[src/rtl/net_tx_arbiter.sv]
// net_tx_arbiter: merges ARP, ICMP and UDP byte streams into a single
// MAC TX stream. Whole frames are granted round-robin and never interleaved.
// Optional feature: define ARB_TIMEOUT_EN to abort a frame whose granted
// source stalls for TIMEOUT_CYCLES cycles. The abort emits a single
// tlast beat with data 8'h00.
module net_tx_arbiter #(
    parameter int TIMEOUT_CYCLES = 1024,
    parameter int CNT_W          = 16
) (
    input  logic       logic_clk,
    input  logic       logic_rst,

    input  logic [7:0] arp_tdata_in,
    input  logic       arp_tvalid_in,
    input  logic       arp_tlast_in,
    output logic       arp_tready_out,

    input  logic [7:0] icmp_tdata_in,
    input  logic       icmp_tvalid_in,
    input  logic       icmp_tlast_in,
    output logic       icmp_tready_out,

    input  logic [7:0] udp_tdata_in,
    input  logic       udp_tvalid_in,
    input  logic       udp_tlast_in,
    output logic       udp_tready_out,

    output logic [7:0] net_tdata_out,
    output logic       net_tvalid_out,
    output logic       net_tlast_out,
    input  logic       net_tready_in,

    output logic [2:0] arb_grant_out,
    output logic       arb_timeout_out
);

`ifdef ARB_TIMEOUT_EN
    typedef enum logic [1:0] {IDLE = 2'd0, GRANT = 2'd1, ABORT = 2'd2} state_t;
`else
    typedef enum logic [1:0] {IDLE = 2'd0, GRANT = 2'd1} state_t;
`endif

    // The stall counter must be able to reach TIMEOUT_CYCLES. This block
    // marks an out-of-range configuration in the elaborated hierarchy.
    if (TIMEOUT_CYCLES >= (1 << CNT_W)) begin : g_cfg_counter_too_narrow
    end

    // Source index order is arp=0, icmp=1, udp=2.
    function automatic logic [1:0] add_mod3(input logic [1:0] a, input logic [1:0] b);
        logic [2:0] sum;
        sum = {1'b0, a} + {1'b0, b};
        if (sum >= 3'd3) begin
            sum = sum - 3'd3;
        end
        return sum[1:0];
    endfunction

    state_t      state_reg, state_next;
    logic [2:0]  grant_reg, grant_next;
    logic [1:0]  ptr_reg, ptr_next;
    // arm_reg holds off arbitration for one edge after reset release so
    // the first grant lands no earlier than the second rising edge.
    logic        arm_reg;

    logic [7:0]  src_data  [3];
    logic [2:0]  src_valid;
    logic [2:0]  src_last;
    logic [2:0]  src_ready;

    logic [1:0]  cand_idx  [3];
    logic [2:0]  cand_valid;
    logic        pick_valid;
    logic [1:0]  pick_idx;
    logic [1:0]  grant_idx;

    logic [7:0]  mux_data;
    logic        mux_valid;
    logic        mux_last;
    logic [7:0]  out_data;
    logic        out_valid;
    logic        out_last;
    logic        net_fire;

`ifdef ARB_TIMEOUT_EN
    logic [CNT_W-1:0] cnt_reg, cnt_next;
    logic             timeout_reg, timeout_next;
`endif

    // Gather the three requester ports into indexable form.
    assign src_data[0]  = arp_tdata_in;
    assign src_data[1]  = icmp_tdata_in;
    assign src_data[2]  = udp_tdata_in;
    assign src_valid    = {udp_tvalid_in, icmp_tvalid_in, arp_tvalid_in};
    assign src_last     = {udp_tlast_in, icmp_tlast_in, arp_tlast_in};

    assign arp_tready_out  = src_ready[0];
    assign icmp_tready_out = src_ready[1];
    assign udp_tready_out  = src_ready[2];

    // Candidate gi is the source gi positions after the round-robin pointer.
    genvar gi;
    generate
        for (gi = 0; gi < 3; gi++) begin : g_cand
            assign cand_idx[gi]   = add_mod3(ptr_reg, 2'(gi));
            assign cand_valid[gi] = src_valid[cand_idx[gi]];
        end
    endgenerate

    // Round-robin selection: first valid candidate starting at the pointer.
    always_comb begin
        pick_valid = 1'b0;
        pick_idx   = 2'd0;
        if (cand_valid[0]) begin
            pick_valid = 1'b1;
            pick_idx   = cand_idx[0];
        end else if (cand_valid[1]) begin
            pick_valid = 1'b1;
            pick_idx   = cand_idx[1];
        end else if (cand_valid[2]) begin
            pick_valid = 1'b1;
            pick_idx   = cand_idx[2];
        end
    end

    // Encode the one-hot grant back to a source index.
    always_comb begin
        grant_idx = 2'd0;
        if (grant_reg[1]) begin
            grant_idx = 2'd1;
        end else if (grant_reg[2]) begin
            grant_idx = 2'd2;
        end
    end

    // Data-path mux of the granted source.
    always_comb begin
        mux_data  = 8'h00;
        mux_valid = 1'b0;
        mux_last  = 1'b0;
        for (int i = 0; i < 3; i++) begin
            if (grant_reg[i]) begin
                mux_data  = mux_data | src_data[i];
                mux_valid = mux_valid | src_valid[i];
                mux_last  = mux_last | src_last[i];
            end
        end
    end

    // Ready is only ever returned to the granted source while in GRANT.
    generate
        for (gi = 0; gi < 3; gi++) begin : g_ready
            assign src_ready[gi] = (state_reg == GRANT) & grant_reg[gi] & net_tready_in;
        end
    endgenerate

    // Merged output stream: the granted source, the abort beat, or all zero.
    always_comb begin
        out_data  = 8'h00;
        out_valid = 1'b0;
        out_last  = 1'b0;
        case (state_reg)
            GRANT: begin
                out_data  = mux_data;
                out_valid = mux_valid;
                out_last  = mux_last;
            end
`ifdef ARB_TIMEOUT_EN
            ABORT: begin
                out_valid = 1'b1;
                out_last  = 1'b1;
            end
`endif
            default: begin
                out_data  = 8'h00;
                out_valid = 1'b0;
                out_last  = 1'b0;
            end
        endcase
    end

    assign net_tdata_out  = out_data;
    assign net_tvalid_out = out_valid;
    assign net_tlast_out  = out_last;
    assign net_fire       = out_valid & net_tready_in;
    assign arb_grant_out  = grant_reg;

`ifdef ARB_TIMEOUT_EN
    assign arb_timeout_out = timeout_reg;
`else
    assign arb_timeout_out = 1'b0;
`endif

    // Next-state logic: arbitrate in IDLE, release at frame end or abort.
    always_comb begin
        state_next = state_reg;
        grant_next = grant_reg;
        ptr_next   = ptr_reg;
`ifdef ARB_TIMEOUT_EN
        cnt_next     = cnt_reg;
        timeout_next = 1'b0;
`endif
        case (state_reg)
            IDLE: begin
`ifdef ARB_TIMEOUT_EN
                cnt_next = '0;
`endif
                if (arm_reg && pick_valid) begin
                    grant_next = 3'b001 << pick_idx;
                    state_next = GRANT;
                end
            end
            GRANT: begin
                if (net_fire && out_last) begin
                    state_next = IDLE;
                    grant_next = 3'b000;
                    ptr_next   = add_mod3(grant_idx, 2'd1);
                end
`ifdef ARB_TIMEOUT_EN
                else if (mux_valid) begin
                    cnt_next = '0;
                end else if (cnt_reg + CNT_W'(1) == CNT_W'(TIMEOUT_CYCLES)) begin
                    cnt_next   = '0;
                    state_next = ABORT;
                end else begin
                    cnt_next = cnt_reg + CNT_W'(1);
                end
`endif
            end
`ifdef ARB_TIMEOUT_EN
            ABORT: begin
                if (net_tready_in) begin
                    timeout_next = 1'b1;
                    state_next   = IDLE;
                    grant_next   = 3'b000;
                    ptr_next     = add_mod3(grant_idx, 2'd1);
                end
            end
`endif
            default: begin
                state_next = IDLE;
                grant_next = 3'b000;
            end
        endcase
    end

    // Arbiter state registers.
    always_ff @(posedge logic_clk or posedge logic_rst) begin
        if (logic_rst) begin
            state_reg <= IDLE;
            grant_reg <= 3'b000;
            ptr_reg   <= 2'd0;
            arm_reg   <= 1'b0;
        end else begin
            state_reg <= state_next;
            grant_reg <= grant_next;
            ptr_reg   <= ptr_next;
            arm_reg   <= 1'b1;
        end
    end

`ifdef ARB_TIMEOUT_EN
    // Stall counter and registered abort pulse.
    always_ff @(posedge logic_clk or posedge logic_rst) begin
        if (logic_rst) begin
            cnt_reg     <= '0;
            timeout_reg <= 1'b0;
        end else begin
            cnt_reg     <= cnt_next;
            timeout_reg <= timeout_next;
        end
    end
`endif

endmodule

[config.mk]
export PLATFORM = sky130hd
export DESIGN_NAME = net_tx_arbiter
export DESIGN_NICKNAME = d
export VERILOG_FILES = /design/src/rtl/net_tx_arbiter.sv
export SDC_FILE = /design/constraint.sdc
export NUM_CORES = 1
export LEC_CHECK = 0
export CAP_MARGIN = 20
export CORE_MARGIN = 8
export CORE_UTILIZATION = 34
export DETAILED_ROUTE_END_ITERATION = 7
export PLACE_DENSITY = 0.84
export SYNTH_ARGS = -nofsm -noshare
export SYNTH_HDL_FRONTEND = slang
export SYNTH_SLANG_ARGS = --single-unit
export TNS_END_PERCENT = 100
[constraint.sdc]
create_clock -name logic_clk -period 2.3 [get_ports logic_clk]
set_clock_uncertainty 0.2 [all_clocks]
set_input_delay 0.46 -clock logic_clk [delete_from_list [all_inputs] [get_ports logic_clk]]
set_output_delay 0.46 -clock logic_clk [all_outputs]
set_load 0.03 [all_outputs]
==> key figures, run 1 <==
Clock network
  – Worst skew pair latency: 0.25 ns
  – CTS clk-pin slew, worst paths: 0.05 ns
  – Hold_buf cts: 0
  – Htree depth: 1
  – Total CTS buffers: 3
  – CTS tree: done
  – TritonCTS Sinks: 7
  – Root buffer cell: clkbuf_4
  – Max Root-Sink Buffers: 2

Yosys
  – Prevailing post-synth register cell: dfrtp_1
  – Syn_area_per_cell: 8.54 um2
  – Yosys top cell area share: 25.3%
  – Top cells by area, synth: dfrtp_1, a222oi_1, nor2b_1, mux2i_1, ha_1
  – Mapped Nets: 117
  – Post-Syn Instances: 81
  – Synth Cell Area: 692 um2
  – Fraction of registers with async set/reset: 100%
  – Netlist cell types: 29
  – Cell taking the most area after synthesis: dfrtp_1
  – Post-synth EDFFs: 0
  – Fraction of the yosys area taken by sequential cells: 25.3%
  – Seq cells post-synth: 7
  – Synth warn: 0

Worst setup path
  – FF-to-FF setup slack: 0.25 ns
  – Buf+Inv Stages, Crit Path: 2
  – WS Path Type: primary input to output pin
  – Crit path cell chain: clkdlybuf4s50_1, a222oi_1, nor2b_1, clkdlybuf4s15_2
  – Largest delay contributor family on the critical path: buffers and inverters
  – Max stage delay on crit path: 0.39 ns
  – Crit path launch type: primary input
  – CP Max Fanout: 1
  – Critical path endpoint category: output pin
  – CP arrival: 1.58 ns
  – Critical path's slowest cell: clkdlybuf4s50_1
  – Required time of the worst setup path: 1.64 ns

STA
  – Shortest clock period the worst path allows after layout: between 2 and 2.5 ns
  – Tcrit/Tclk final: 97.4%
  – Max-slew violations: 0
  – RSZ-0062 raised after global routing: false
  – Endpoints failing setup: 0
  – FMAX: between 400 and 500 MHz
  – Post-route setup TNS: 0 ns
  – Final Hold Viols: 0

Worst hold path
  – Hold Path Class: primary input to asynchronous set/reset pin

Floorplan
  – Core ar.: 1940 um2
  – Die width: 61.1 um
  – Initial Utilization: a little over a third
  – DIE HEIGHT: 61.1 um
  – Ports: 50
  – Die area: 3730 um2
  – Row cnt: 16

Finish
  – P&R area growth vs syn: 81.0%
  – Fraction of layout cells with a size suffix above 1: 23.0%
  – Max FFs per register: 3
  – Most common cell after layout, fill and taps aside: clkdlybuf4s50_1
  – Most frequent cells in the layout: clkdlybuf4s50_1, buf_4, nand2_1, a222oi_1, nor2b_1
  – Diode count: 0
  – Final std cells w/o fill: roughly 170
  – Final nets: 176
  – Final core occ: 64.5%
  – Fillers: 167

Place
  – IO buf count: 48
  – Placed cell count: 161
  – Post-DP HPWL: ~2.2 mm
  – RePlAce Congestion: a little over 0.9

Routing
  – Residual DRC: 0
  – DR WL/cell: 16.2 um
  – Wire length on met1: 956 um
  – Total wire length: approximately 2.7 mm
  – Wire length on met3: 218 um
  – Top layer in use: met4
  – Met2 WL: 1.50 mm
  – Antenna Nets Post-Route: 0
  – Drt first pass iters: 4
  – DR vias/cell: 5.37
  – Vias: 891
  – Iteration-0 DRC Markers: between 50 and 60

Pwr
  – Switching Fraction: 51.5%
  – Pint: approximately 0.69 mW
  – Seq pwr share: 15.6%
  – Worst vdd ir: ~0.6 mV
  – Leakage: approximately 0.59 nW
  – Pwr dens: 1140 nW/um2
  – Combinational share of power: 76.6%
  – Clk pwr share: 7.8%
  – Overall power: 1.43 mW
  – Net Sw Power: roughly 0.74 mW

Run
  – MaxCap Viol Count: 0

Global routing
  – Overflow after GRT: 0
  – Global-route wire length before repair: 3.84 mm
  – Largest net degree at the start of global routing: 17
  – Total GRT Usage: 13.3%
  – Initial antenna violation count: 0
  – Vias in the first global route: 866

Outcome
  – Status: finished, final reports clean
-- through the flow --
stage | setup slack, ns | cell area [um2] | hold WS (ns)
floorplan | 0.204 | 692 | 0.0634
global placement | -0.471 | 1250 | 0.306
detailed placement | -0.479 | 1250 | 0.326
CTS | -0.143 | 1280 | 0.227
global route | 0.00333 | 1250 | 0.265
finish | 0.0594 | 1250 | 0.224
-- per-layer routing --
layer / vias up / GRT usage (%)
met2: 40 / 26.6
met4: 0 / 2.99
met3: 4 / 4.59
met5: - / 0
met1: 421 / 12.4
li1: 426 / -
-- final timing paths --
| check | start | cells past startpoint | end |
|---|---|---|---|
| worst min register to register | ptr_reg[0] | 2 | ptr_reg[0] |
| worst min-delay path | logic_rst | 2 | state_reg[0] |
| max in group asynchronous | logic_rst | 2 | arm_reg |
| worst max-delay path | icmp_tdata_in[3] | 4 | net_tdata_out[3] |
| worst max register to register | arb_grant_out[1] | 7 | ptr_reg[1] |
| min in group logic_clk | ptr_reg[0] | 2 | ptr_reg[0] |
-- power by group through the flow --
stage | Combinational, mW | Clock (mW) | Sequential [mW]
2_1_floorplan | 0.678 | 0 | 0.249
3_3_place_gp | 1.12 | 0 | 0.226
3_5_place_dp | 1.15 | 0 | 0.227
4_1_cts | 1.12 | 0.114 | 0.225
5_1_grt | 1.18 | 0.124 | 0.233
6_report | 1.10 | 0.111 | 0.224
-- cells by family (layout without fill, tap and decap cells) --
kind of cell,Yosys count,after routing,share of synthesized area [%]
and+or+nand+nor,31,31,24.8
buffers and inverters,10,68,5.97
DFF,7,7,25.3
adders and majority gates,3,3,5.43
AOI/OAI and AO/OA,23,23,30.0
other,2,2,1.09
muxes,5,5,7.41
-- Yosys cell counts (2+ instances only) --
cell      count
a222oi_1     10
nand2_1      10
nor2b_1      10
dfrtp_1       7
inv_1         5
clkbuf_1      4
mux2i_1       4
a21oi_1       3
and3_1        3
ha_1          3
conb_1        2
nor2_1        2
or2b_1        2
-- timing repair --
action | CTS | global route
endpoints found under the setup margin | 10 | 8
setup buffers | 1 | 0
resized for setup | 23 | 20
pin swaps | 2 | 3
-- area by class of cell --
cell class                      count  area, um2  share of cell area (%)
Timing Repair Buffer               59        523                    41.8
Multi-Input combinational cell     64        475                    38.0
Sequential cell                     7        175                    14.0
Tap cell                           27       33.8                    2.70
Clock buffer                        4       26.3                    2.10
Inverter                            5       18.8                    1.50
No activity file was read; power rests on OpenSTA's default activity.
==> inputs of run 2 (changes only) <==
--- a/config.mk
+++ b/config.mk
@@ -6,7 +6,7 @@
 export NUM_CORES = 1
 export LEC_CHECK = 0
 export CAP_MARGIN = 20
-export CORE_MARGIN = 8
+export CORE_MARGIN = 5
 export CORE_UTILIZATION = 34
 export DETAILED_ROUTE_END_ITERATION = 7
 export PLACE_DENSITY = 0.84
==> run 2 against run 1 <==
Compared with the run above: sequential power rose by 2%; maximum frequency fell by 0.56%; total power rose by 2.0%; register-to-register slack got worse by 0.03 ns; non-clock buffer count rose by 4; via count rose by 2.2%; combinational power barely moved; largest power group unchanged; largest cell class unchanged.
==> key figures, run 2 (same netlist as run 1, synthesis figures left out) <==
Outcome
  – Status: finished, final reports clean

Worst hold path
  – Hold Path Class: primary input to asynchronous set/reset pin

Floorplan
  – Die width: 55.1 um (-9.8%)
  – Row cnt: 16 (unchanged)
  – Core ar.: 1940 um2 (unchanged)
  – Initial Utilization: 35.6% (unchanged)
  – Ports: 50 (unchanged)
  – Die area: 3040 um2 (-19%)
  – DIE HEIGHT: 55.1 um (-9.8%)

Global routing
  – Vias in the first global route: 855 (-1.3%)
  – Overflow after GRT: 0 (unchanged)
  – Total GRT Usage: 16.5% (+3.2 points)
  – Largest net degree at the start of global routing: 17 (unchanged)
  – Initial antenna violation count: 0 (unchanged)
  – Global-route wire length before repair: 3.62 mm (-5.6%)

Clock network
  – Root buffer cell: clkbuf_4
  – TritonCTS Sinks: 7 (unchanged)
  – CTS clk-pin slew, worst paths: 0.05 ns (about the same)
  – Hold_buf cts: 0 (unchanged)
  – Htree depth: 1 (unchanged)
  – Total CTS buffers: 3 (unchanged)
  – Max Root-Sink Buffers: 2 (unchanged)
  – CTS tree: done
  – Worst skew pair latency: 0.25 ns (about the same)

Routing
  – Residual DRC: 0 (unchanged)
  – Total wire length: 2.60 mm (-3.7%)
  – Vias: 911 (+2.2%)
  – Iteration-0 DRC Markers: 57 (+12%)
  – Drt first pass iters: 5 (+1)
  – Antenna Nets Post-Route: 0 (unchanged)
  – DR vias/cell: 5.36 (-0.16%)
  – DR WL/cell: 15.3 um (-6.0%)

STA
  – Hold WS: 0.232 ns (+0.00826 ns)
  – FMAX: 444 MHz (-0.56%)
  – Shortest clock period the worst path allows after layout: 2.25 ns (+0.0126 ns)
  – Max-slew violations: 0 (unchanged)
  – Endpoints failing setup: 0 (unchanged)
  – Tcrit/Tclk final: 98.0% (+0.55 points)
  – RSZ-0062 raised after global routing: false
  – Final Hold Viols: 0 (unchanged)

Finish
  – Max FFs per register: 3 (unchanged)
  – Fraction of layout cells with a size suffix above 1: 25.2% (+2.2 points)
  – Most frequent cells in the layout: clkdlybuf4s50_1, buf_4, nand2_1, a222oi_1, nor2b_1
  – Cell area after layout: 1270 um2 (+1.6%)
  – Diode count: 0 (unchanged)
  – Fillers: 173 (+3.6%)
  – P&R area growth vs syn: 83.9%
  – Final std cells w/o fill: 170 (+2.4%)
  – Most common cell after layout, fill and taps aside: clkdlybuf4s50_1
  – Final nets: 180 (+2.3%)

Worst setup path
  – Worst R2R End: ptr_reg[1]
  – CP Launch Point: arp_tvalid_in
  – CP arrival: 1.59 ns (about the same)
  – Critical path endpoint category: output pin
  – Crit path launch type: primary input
  – WS Path Type: primary input to output pin
  – Critical path's slowest cell: clkdlybuf4s50_1
  – Crit path cell chain: clkdlybuf4s50_1, a222oi_1, and2b_1, buf_4
  – Required time of the worst setup path: 1.64 ns (about the same)
  – R2r startpoint: arb_grant_out[1]
  – Max stage delay on crit path: 0.43 ns (+0.04 ns)
  – FF-to-FF setup slack: 0.22 ns (-0.03 ns)
  – CP Max Fanout: 2 (+1)
  – Reg2Reg Depth: 8 (+1)

Place
  – Placed cell count: 163 (+1.2%)
  – RePlAce Congestion: 0.795 (-14%)
  – Area after DPL: 1270 um2 (+1.2%)
  – Post-DP HPWL: 2.11 mm (-5.5%)
  – IO buf count: 48 (unchanged)

Pwr
  – Leakage: 0.610 nW (+3.1%)
  – Pwr dens: 1150 nW/um2 (+0.39%)
  – Worst vdd ir: 0.779 mV (+30%)

Run
  – MaxCap Viol Count: 0 (unchanged)
-- run 2: repair_timing --
action | in CTS | in global routing
pin swaps | 2 | 4
setup buffers | 1 | 2
cloned | 0 | 0
resized for setup | 20 | 22
endpoints found under the setup margin | 10 | 10
hold endpoints to repair | 0 | 0
-- run 2: routing by layer --
| metal | track usage (%) | up-vias | wire length, um |
|---|---|---|---|
| met5 | 0 | - | 0 |
| met4 | 4.45 | 0 | 18 |
| met2 | 30.1 | 51 | 1400 |
| li1 | - | 434 | - |
| met3 | 7.24 | 2 | 260 |
| met1 | 17.0 | 424 | 919 |
-- run 2: layout make-up --
class	instances	area (um2)	share of cell area [%]
flip-flops and latches	7	175	13.8
inverters	5	18.8	1.47
well taps	27	33.8	2.65
clock buffers	4	26.3	2.06
repair buffers	63	543	42.7
multi-input cells	64	475	37.4
-- run 2: critical path: cells and delay by family --
family	cells	cell delay (ns)
buffers and inverters	2	0.59
and+or+nand+nor	1	0.22
AOI/OAI and AO/OA	1	0.32
-- run 2: power breakdown --
group	total [mW]	switching, mW	internal, mW
clock network	0.107	0.0407	0.0659
logic	1.13	0.643	0.484
registers	0.228	0.0606	0.168
total	1.46	0.744	0.717
-- run 2: worst max path at each step --
stage	endpoint	slack [ns]	depth (start not counted)
2_1_floorplan	net_tdata_out[0]	0.20	3
3_3_place_gp	net_tvalid_out	-0.47	4
3_5_place_dp	net_tvalid_out	-0.48	4
4_1_cts	net_tvalid_out	-0.15	4
5_1_grt	net_tvalid_out	0.01	4
6_report	net_tvalid_out	0.05	4
-- run 2: through the flow --
stage	utilization (%)	setup TNS, ns	setup slack (ns)	power (mW)
floorplan	-	0	0.204	0.927
global placement	65.2	-2.50	-0.474	1.36
detailed placement	65.2	-2.73	-0.475	1.39
CTS	66.9	-0.151	-0.151	1.47
global route	65.5	0	0.0124	1.57
finish	65.5	0	0.0468	1.46
